==> src/rtl/rsa_exp_sequencer_pkg.sv <==
// Shared definitions for the RSA exponentiation sequencer and its operand muxes.
// The mux select codes live here so the sequencer and the datapath decode them identically.
package rsa_pkg;

    localparam logic [1:0] SEL_ONE  = 2'b00;
    localparam logic [1:0] SEL_A    = 2'b01;
    localparam logic [1:0] SEL_B    = 2'b10;
    localparam logic [1:0] SEL_ZERO = 2'b11;

    localparam int DEFAULT_EXP_WIDTH = 10;

    typedef enum logic [2:0] {
        ST_IDLE    = 3'd0,
        ST_INIT    = 3'd1,
        ST_SQ_GO   = 3'd2,
        ST_SQ_WAIT = 3'd3,
        ST_MU_GO   = 3'd4,
        ST_MU_WAIT = 3'd5,
        ST_NEXT    = 3'd6,
        ST_DONE    = 3'd7
    } seq_state_e;

endpackage

==> src/rtl/rsa_exp_sequencer_if.sv <==
// Command and datapath-control signals of the exponentiation sequencer.
// master = sequencer side, slave = command source plus mux/multiplier datapath.
interface rsa_exp_sequencer_if #(
    parameter int EXP_WIDTH = rsa_pkg::DEFAULT_EXP_WIDTH
);
    logic                 start;
    logic [EXP_WIDTH-1:0] exponent;
    logic                 mul_done;
    logic [1:0]           sel_x;
    logic [1:0]           sel_y;
    logic                 mul_start;
    logic                 load_result;
    logic                 busy;
    logic                 done;

    modport master (
        input  start, exponent, mul_done,
        output sel_x, sel_y, mul_start, load_result, busy, done
    );

    modport slave (
        output start, exponent, mul_done,
        input  sel_x, sel_y, mul_start, load_result, busy, done
    );
endinterface

==> src/rtl/rsa_exp_sequencer.sv <==
// Square-and-multiply controller: scans the exponent MSB-first, steers the operand muxes
// and handshakes with the modular multiplier. Optional macro: RSA_SKIP_LEADING_ZEROS_EN.
module rsa_exp_sequencer
    import rsa_pkg::*;
#(
    parameter int EXP_WIDTH = DEFAULT_EXP_WIDTH,
    parameter int CNT_WIDTH = 4
) (
    input  logic                clk,
    input  logic                rst_n,
    rsa_exp_sequencer_if.master bus
);

    localparam logic [CNT_WIDTH-1:0] CNT_TOP = CNT_WIDTH'(EXP_WIDTH - 1);
    localparam logic [CNT_WIDTH-1:0] CNT_ONE = CNT_WIDTH'(1);

    seq_state_e           state_reg, state_next;
    logic [EXP_WIDTH-1:0] exp_reg, exp_next;
    logic [CNT_WIDTH-1:0] cnt_reg, cnt_next;
    logic [CNT_WIDTH-1:0] cnt_dec;
    logic                 cur_bit;

    logic [1:0] sel_x_c, sel_y_c;
    logic       mul_start_c, load_result_c, done_c;

`ifdef RSA_SKIP_LEADING_ZEROS_EN
    // Set once the first 1 bit has been multiplied in; before that, result is still 1.
    logic seen_one_reg, seen_one_next;
`endif

    assign cnt_dec = cnt_reg - CNT_ONE;
    assign cur_bit = exp_reg[cnt_reg];

    always_ff @(posedge clk or negedge rst_n) begin
        if (!rst_n) begin
            state_reg    <= ST_IDLE;
            exp_reg      <= '0;
            cnt_reg      <= '0;
`ifdef RSA_SKIP_LEADING_ZEROS_EN
            seen_one_reg <= 1'b0;
`endif
        end else begin
            state_reg    <= state_next;
            exp_reg      <= exp_next;
            cnt_reg      <= cnt_next;
`ifdef RSA_SKIP_LEADING_ZEROS_EN
            seen_one_reg <= seen_one_next;
`endif
        end
    end

    always_comb begin
        state_next    = state_reg;
        exp_next      = exp_reg;
        cnt_next      = cnt_reg;
        sel_x_c       = SEL_ZERO;
        sel_y_c       = SEL_ZERO;
        mul_start_c   = 1'b0;
        load_result_c = 1'b0;
        done_c        = 1'b0;
`ifdef RSA_SKIP_LEADING_ZEROS_EN
        seen_one_next = seen_one_reg;
`endif

        unique case (state_reg)
            ST_IDLE: begin
                if (bus.start) begin
                    exp_next   = bus.exponent;
                    cnt_next   = CNT_TOP;
                    state_next = ST_INIT;
`ifdef RSA_SKIP_LEADING_ZEROS_EN
                    seen_one_next = 1'b0;
`endif
                end
            end

            ST_INIT: begin
                sel_x_c       = SEL_ONE;
                load_result_c = 1'b1;
                if (exp_reg == '0) begin
                    state_next = ST_DONE;
                end else begin
`ifdef RSA_SKIP_LEADING_ZEROS_EN
                    state_next = cur_bit ? ST_MU_GO : ST_NEXT;
`else
                    state_next = ST_SQ_GO;
`endif
                end
            end

            ST_SQ_GO: begin
                sel_x_c     = SEL_A;
                sel_y_c     = SEL_A;
                mul_start_c = 1'b1;
                state_next  = ST_SQ_WAIT;
            end

            ST_SQ_WAIT: begin
                sel_x_c = SEL_A;
                sel_y_c = SEL_A;
                if (bus.mul_done) begin
                    load_result_c = 1'b1;
                    state_next    = cur_bit ? ST_MU_GO : ST_NEXT;
                end
            end

            ST_MU_GO: begin
                sel_x_c     = SEL_A;
                sel_y_c     = SEL_B;
                mul_start_c = 1'b1;
                state_next  = ST_MU_WAIT;
`ifdef RSA_SKIP_LEADING_ZEROS_EN
                seen_one_next = 1'b1;
`endif
            end

            ST_MU_WAIT: begin
                sel_x_c = SEL_A;
                sel_y_c = SEL_B;
                if (bus.mul_done) begin
                    load_result_c = 1'b1;
                    state_next    = ST_NEXT;
                end
            end

            ST_NEXT: begin
                if (cnt_reg == '0) begin
                    state_next = ST_DONE;
                end else begin
                    cnt_next = cnt_dec;
`ifdef RSA_SKIP_LEADING_ZEROS_EN
                    // Leading zeros only walk the counter; the first 1 bit multiplies 1*B directly.
                    if (seen_one_reg)
                        state_next = ST_SQ_GO;
                    else if (exp_reg[cnt_dec])
                        state_next = ST_MU_GO;
                    else
                        state_next = ST_NEXT;
`else
                    state_next = ST_SQ_GO;
`endif
                end
            end

            ST_DONE: begin
                done_c     = 1'b1;
                state_next = ST_IDLE;
            end

            default: begin
                state_next = ST_IDLE;
            end
        endcase
    end

    assign bus.sel_x       = sel_x_c;
    assign bus.sel_y       = sel_y_c;
    assign bus.mul_start   = mul_start_c;
    assign bus.load_result = load_result_c;
    assign bus.done        = done_c;
    assign bus.busy        = (state_reg != ST_IDLE);

endmodule
==> src/flat_wrapper.sv <==
// flat-port wrapper written by rule: the top's interface ports become plain ports
module rsa_exp_sequencer_flat import rsa_pkg::*;
#(
    parameter int EXP_WIDTH = DEFAULT_EXP_WIDTH,
    parameter int CNT_WIDTH = 4
)
  (clk, rst_n, bus_start, bus_exponent, bus_mul_done, bus_sel_x, bus_sel_y, bus_mul_start, bus_load_result, bus_busy, bus_done);
  rsa_exp_sequencer_if #(.EXP_WIDTH(EXP_WIDTH)) bus_i ();
  input  logic clk;
  input  logic rst_n;
  input wire logic [$bits(bus_i.start)-1:0] bus_start;
  input wire logic [$bits(bus_i.exponent)-1:0] bus_exponent;
  input wire logic [$bits(bus_i.mul_done)-1:0] bus_mul_done;
  output wire logic [$bits(bus_i.sel_x)-1:0] bus_sel_x;
  output wire logic [$bits(bus_i.sel_y)-1:0] bus_sel_y;
  output wire logic [$bits(bus_i.mul_start)-1:0] bus_mul_start;
  output wire logic [$bits(bus_i.load_result)-1:0] bus_load_result;
  output wire logic [$bits(bus_i.busy)-1:0] bus_busy;
  output wire logic [$bits(bus_i.done)-1:0] bus_done;
  assign bus_i.start = bus_start;
  assign bus_i.exponent = bus_exponent;
  assign bus_i.mul_done = bus_mul_done;
  assign bus_sel_x = bus_i.sel_x;
  assign bus_sel_y = bus_i.sel_y;
  assign bus_mul_start = bus_i.mul_start;
  assign bus_load_result = bus_i.load_result;
  assign bus_busy = bus_i.busy;
  assign bus_done = bus_i.done;
  rsa_exp_sequencer #(.EXP_WIDTH(EXP_WIDTH), .CNT_WIDTH(CNT_WIDTH)) u_core (.clk(clk), .rst_n(rst_n), .bus(bus_i));
endmodule
==> config.mk <==
export PLATFORM = sky130hd
export DESIGN_NAME = rsa_exp_sequencer_flat
export DESIGN_NICKNAME = d
export VERILOG_FILES = /design/src/rtl/rsa_exp_sequencer_pkg.sv /design/src/rtl/rsa_exp_sequencer_if.sv /design/src/rtl/rsa_exp_sequencer.sv /design/src/flat_wrapper.sv
export SDC_FILE = /design/constraint.sdc
export NUM_CORES = 1
export LEC_CHECK = 0
export ABC_AREA = 1
export CAP_MARGIN = 10
export CORE_MARGIN = 2
export CORE_UTILIZATION = 44
export CTS_CLUSTER_DIAMETER = 100
export DETAILED_ROUTE_END_ITERATION = 6
export GPL_TIMING_DRIVEN = 0
export PLACE_DENSITY_LB_ADDON = 0.25
export SETUP_SLACK_MARGIN = 0.02
export SKIP_LAST_GASP = 1
export SLEW_MARGIN = 5
export SYNTH_ARGS = -nofsm -noshare
export SYNTH_HDL_FRONTEND = slang
export SYNTH_SLANG_ARGS = --single-unit
==> constraint.sdc <==
create_clock -name clk -period 1.38 [get_ports clk]
set_input_delay 0.276 -clock clk [delete_from_list [all_inputs] [get_ports clk]]
set_output_delay 0.276 -clock clk [all_outputs]
set_load 0.01 [all_outputs]
# == After elaboration in Yosys (flattened, before gate mapping) ==
# Cells that the tools add are included.
# word_totals
output_inout_bits,8
regBits,17
in_bits,14
wordCells,47
# classes
n_lt_le_gt_ge,1
n_addsub,1
n_mux,18
n_eq_ne,11
reduce_logical,13
# ops
operator,n
one-hot mux 3 bit (8 select lines),1
2-to-1 mux 3 bit,5
"equality test 3 bit, second input constant",4
zero test 10 bit,1
2-to-1 mux 4 bit,2
"!= test 2 bit, second input constant",4
one-hot mux 2 bit (2 select lines),2
one-hot mux 4 bit (2 select lines),1
OR reduction 2 bit,4
"equality test 3 x 2 -> 1 bit, second input constant",2
AND reduction 3 bit,2
"less-than comparator 4 x 5 -> 1 bit, second input constant",1
binary-select mux 1 bit (select 4 bit),1
zero test 4 bit,1
2-to-1 mux 1 bit,4
OR reduction 4 bit,1
"subtractor 4 x 1 -> 4 bit, second input constant",1
"equality test 3 x 1 -> 1 bit, second input constant",1
zero test 3 bit,1
nonzero test 3 bit,1
2-to-1 mux 2 bit,1
one-hot mux 1 bit (2 select lines),1
AND reduction 2 bit,1
nonzero test 2 bit,1

# == Longest topological paths before layout ==
# logic_depth
ltp_word,5
ltp_mapped,9
depth_no_buf,9

# == Least setup slack after synthesis ==
# OpenSTA, ideal clock, no wires.
# synth_path
path_kind,reg-to-output
from,register u_core.state_reg[1]
to,output bus_load_result
t_arrival_ns,1.098
path_buffers,0
stages_incl_launch_ff,6
required_ns,1.104
setup_slack_ns,0.006
path_cell_list,dfrtp_1 inv_2 nand2_2 nand2_4 clkinv_2 o31ai_1
# synth_via
elab_chain_cells,3
elab_cells_between_ends,5
cone_classes,eq/ne (3); mux (1); reduce/logical (1)
# synth_lines
item,line_no,source
start: declaration,rsa_exp_sequencer.sv:17,"seq_state_e state_reg, state_next;"
start signal: assignment,rsa_exp_sequencer.sv:43,state_reg <= state_next;
equality test 3 x 2 -> 1 bit / equality test 3 bit (equally long branches),rsa_exp_sequencer.sv:65,unique case (state_reg)
OR reduction 2 bit (no line),n/a,
one-hot mux 1 bit (2 select lines) *,rsa_exp_sequencer.sv:65,
end: declaration,flat_wrapper.sv:17,output wire logic [$bits(bus_i.load_result)-1:0] bus_load_result;
# Every way passes the cells marked *; elsewhere a longest branch is shown, timed or not.

# == Worst setup path in the final report ==
# layout_path
from,register u_core.state_reg[2]
to,output bus_load_result
# Same word-level chain as after synthesis.

==> reports/metrics.cfg <==
[floorplan]
design.portCount = 22
fp.coreArea_um2 = 2233
initial_core_util_pct = 46.89
die_height_um = 52.79
die_area_um2 = 2786
rows = 17
chipWidth_um = 52.79

[detailed_routing]
drt_pre_antenna_iters = 4
detail_route.vias_per_cell = 5.369
num_vias = 1090
wl_per_cell_um = 17.38
ant_nets = 0
drcViolationCount = 0
initialDrtViolationCount = 71
drt-total-wl_um = 3528

[timing]
fmax_mhz = 571.6
worst_setup_margin_ns = -0.3694
slew-limit-headroom_pct = 47.35
layout_min_cycle_time_ns = 1.749
fin_hold_ws_ns = 0.4268
finalHoldViolCount = 0
post-route-period-util_pct = 126.8
fin_skew_ns = 0.001166
grt_setup_unrepaired = yes
tightestPinTransition_ns = 0.7873
timing.final.setup_violations = 25
timing.final.max_slew_violations = 0

[place]
count_of_buffers_from_port_buffering = 21
place.detailed.hpwl_um = 1783
gp_congestion = 0.9117

[grt]
grt_antenna_before_repair = 0
globalRouteOverflowTotal = 0
grt_first_pass_wirelength_um = 4595
grt_max_degree = 18
first_global_vias = 1023
groute.usage.overall_pct = 23.02

[cells_and_area]
insertedDiodeCount = 0
finalNetCount = 192
core_util_final_pct = 73.00
layout-area-overhead-vs-synth_pct = 55.67
largest_reg_flops = 10
post_route_cells_drive_above_1_share_pct = 41.71

[clock_network]
clock_tree.root_cell = sky130_fd_sc_hd__clkbuf_4
clkTransAtPathRegs_ns = 0.10
clk_path_buf_depth = 2
clk-insertion-delay-late_ns = 0.30
numCtsBuffers = 3
numClockSinks = 17
h-tree-depth = 1
tritoncts = done
cts-hold-fix-buffers = 0

[power]
leakage_nw = 0.7743
report.power.total_mw = 4.080
vdd_drop_max_mv = 1.592
power_density_nw_per_um2 = 2503

[run_status]
violations_in_the_final_reports = negative setup slack
run_status = complete, but fails checks

[synthesis]
netlist_instances = 129
synth_seq_area_share_pct = 40.62
synth-warning-count = 0
synth_cell_type_count = 26
syn_area_per_cell_um2 = 8.118
mappedNetlistNets = 145
synth_area_um2 = 1047
synth-seq-cells = 17

[setup_path]
critical_path.endpoint_type = primary output
worst-endpoint-arrival_ns = 1.47
critical_path.max_fanout = 4
worst_ep_required_time_ns = 1.10
critPathKind = flip-flop to primary output
startpoint_type = flip-flop

[flow_run]
max-cap-violations = 0

[min_path]
min_path_type = input pin to asynchronous set/reset pin

==> repair_timing <==
action                                  in CTS  in global routing
buffers inserted                            16                  7
pin swaps                                    7                 15
endpoints found under the setup margin      23                 25
resized for setup                           50                 24
==> kinds of logic after synthesis <==
group | Yosys count | synth area share [%]
mux | 9 | 9.678
flops | 17 | 40.62
compound gates | 10 | 6.332
buf+inv | 17 | 7.048
fa+ha+maj | 2 | 2.389
simple gates | 71 | 31.42
xor+xnor | 3 | 2.509
==> layout make-up <==
class | instances | area [µm²]
Inverter | 14 | 61.31
Sequential cell | 17 | 429.2
Tap cell | 28 | 35.03
Clock buffer | 4 | 26.28
Fill cell | 148 | 603.1
Buffer | 2 | 26.28
Timing Repair Buffer | 43 | 410.4
Multi-Input combinational cell | 95 | 641.9
==> path summary, 6_finish.rpt <==
| kind | start | endpoint | slack, ns | cells past startpoint |
|---|---|---|---|---|
| hold reg to reg | u_core.exp_reg[5] | u_core.exp_reg[5] | 0.54 | 1 |
| max in group asynchronous | rst_n | u_core.state_reg[2] | 0.41 | 1 |
| hold / removal | rst_n | u_core.cnt_reg[1] | 0.43 | 1 |
| min in group clk | u_core.exp_reg[5] | u_core.exp_reg[5] | 0.54 | 1 |
| setup / recovery | u_core.state_reg[2] | bus_load_result | -0.37 | 6 |
| setup reg to reg | u_core.state_reg[2] | u_core.exp_reg[6] | -0.18 | 5 |
==> cells in the mapped netlist <==
cell type	count	area (µm²)
sky130_fd_sc_hd__nand2_1	33	123.9
sky130_fd_sc_hd__dfrtp_1	17	425.4
sky130_fd_sc_hd__nor2_1	15	56.30
sky130_fd_sc_hd__nand3_1	10	50.05
sky130_fd_sc_hd__mux2_1	8	90.09
sky130_fd_sc_hd__inv_1	7	26.28
sky130_fd_sc_hd__inv_2	5	18.77
sky130_fd_sc_hd__nand2_2	4	25.02
sky130_fd_sc_hd__a21oi_1	3	15.01
sky130_fd_sc_hd__o21ai_2	3	26.28
sky130_fd_sc_hd__xor2_1	3	26.28
sky130_fd_sc_hd__buf_4	2	15.01
sky130_fd_sc_hd__ha_1	2	25.02
sky130_fd_sc_hd__nand2_4	2	22.52
sky130_fd_sc_hd__nor2_2	2	12.51
sky130_fd_sc_hd__o21ai_0	2	10.01
sky130_fd_sc_hd__o31ai_1	2	15.01
sky130_fd_sc_hd__clkbuf_2	1	5.000
sky130_fd_sc_hd__clkinv_1	1	3.750
sky130_fd_sc_hd__clkinv_2	1	5.000
sky130_fd_sc_hd__mux2_2	1	11.26
sky130_fd_sc_hd__nand3_2	1	10.01
sky130_fd_sc_hd__nand4_1	1	6.260
sky130_fd_sc_hd__nor2_4	1	11.26
sky130_fd_sc_hd__nor3_1	1	5.000
sky130_fd_sc_hd__or2_2	1	6.260
==> cells in the final DEF (no fill, tap or decap), types with 2 or more instances in the layout <==
cell type and n:
sky130_fd_sc_hd__nand2_1 26, sky130_fd_sc_hd__buf_4 15, sky130_fd_sc_hd__dfrtp_1 14, sky130_fd_sc_hd__clkdlybuf4s50_1 13
sky130_fd_sc_hd__nor2_1 12, sky130_fd_sc_hd__buf_6 11, sky130_fd_sc_hd__nand3_1 9, sky130_fd_sc_hd__mux2_1 8
sky130_fd_sc_hd__inv_1 7, sky130_fd_sc_hd__nand2_2 7, sky130_fd_sc_hd__nand2_4 6, sky130_fd_sc_hd__nor2_4 5
sky130_fd_sc_hd__inv_2 4, sky130_fd_sc_hd__o21ai_2 3, sky130_fd_sc_hd__xor2_1 3, sky130_fd_sc_hd__clkbuf_4 3
sky130_fd_sc_hd__buf_2 3, sky130_fd_sc_hd__dfrtp_2 3, sky130_fd_sc_hd__a21oi_1 2, sky130_fd_sc_hd__ha_1 2
sky130_fd_sc_hd__buf_12 2
==> per-layer routing <==
| metal | GRT usage [%] | part of all wire, % |
|---|---|---|
| met3 | 4.286 | 6.6 |
| met2 | 36.67 | 51 |
| met4 | 14.10 | 2.9 |
| met1 | 28.47 | 39 |
| met5 | 0 | 0 |
==> critical path, stage by stage (launching register included) <==
cell and delay (ns):
sky130_fd_sc_hd__dfrtp_2 0.46, sky130_fd_sc_hd__inv_2 0.10, sky130_fd_sc_hd__nand2_4 0.06, sky130_fd_sc_hd__nand2_4 0.10
sky130_fd_sc_hd__clkinv_4 0.08, sky130_fd_sc_hd__o31ai_2 0.19, sky130_fd_sc_hd__buf_2 0.18
==> stage by stage <==
stage	std cells	setup TNS (ns)	cell area [µm²]	setup slack (ns)
3_5_place_dp	178	-3.878	1297	-0.5196
2_1_floorplan	129	0	1052	0.03558
3_3_place_gp	178	-3.313	1297	-0.5090
5_1_grt	203	-4.957	1630	-0.3986
6_report	203	-4.064	1630	-0.3694
4_1_cts	197	-1.637	1496	-0.2628
==> where the power goes <==
part	switching (mW)	leakage [nW]	internal [mW]
logic	1.45	0.558	1.33
registers	0.272	0.201	0.751
clock network	0.166	0.0150	0.113
total	1.88	0.774	2.20
No activity file was read; power rests on OpenSTA's default activity.
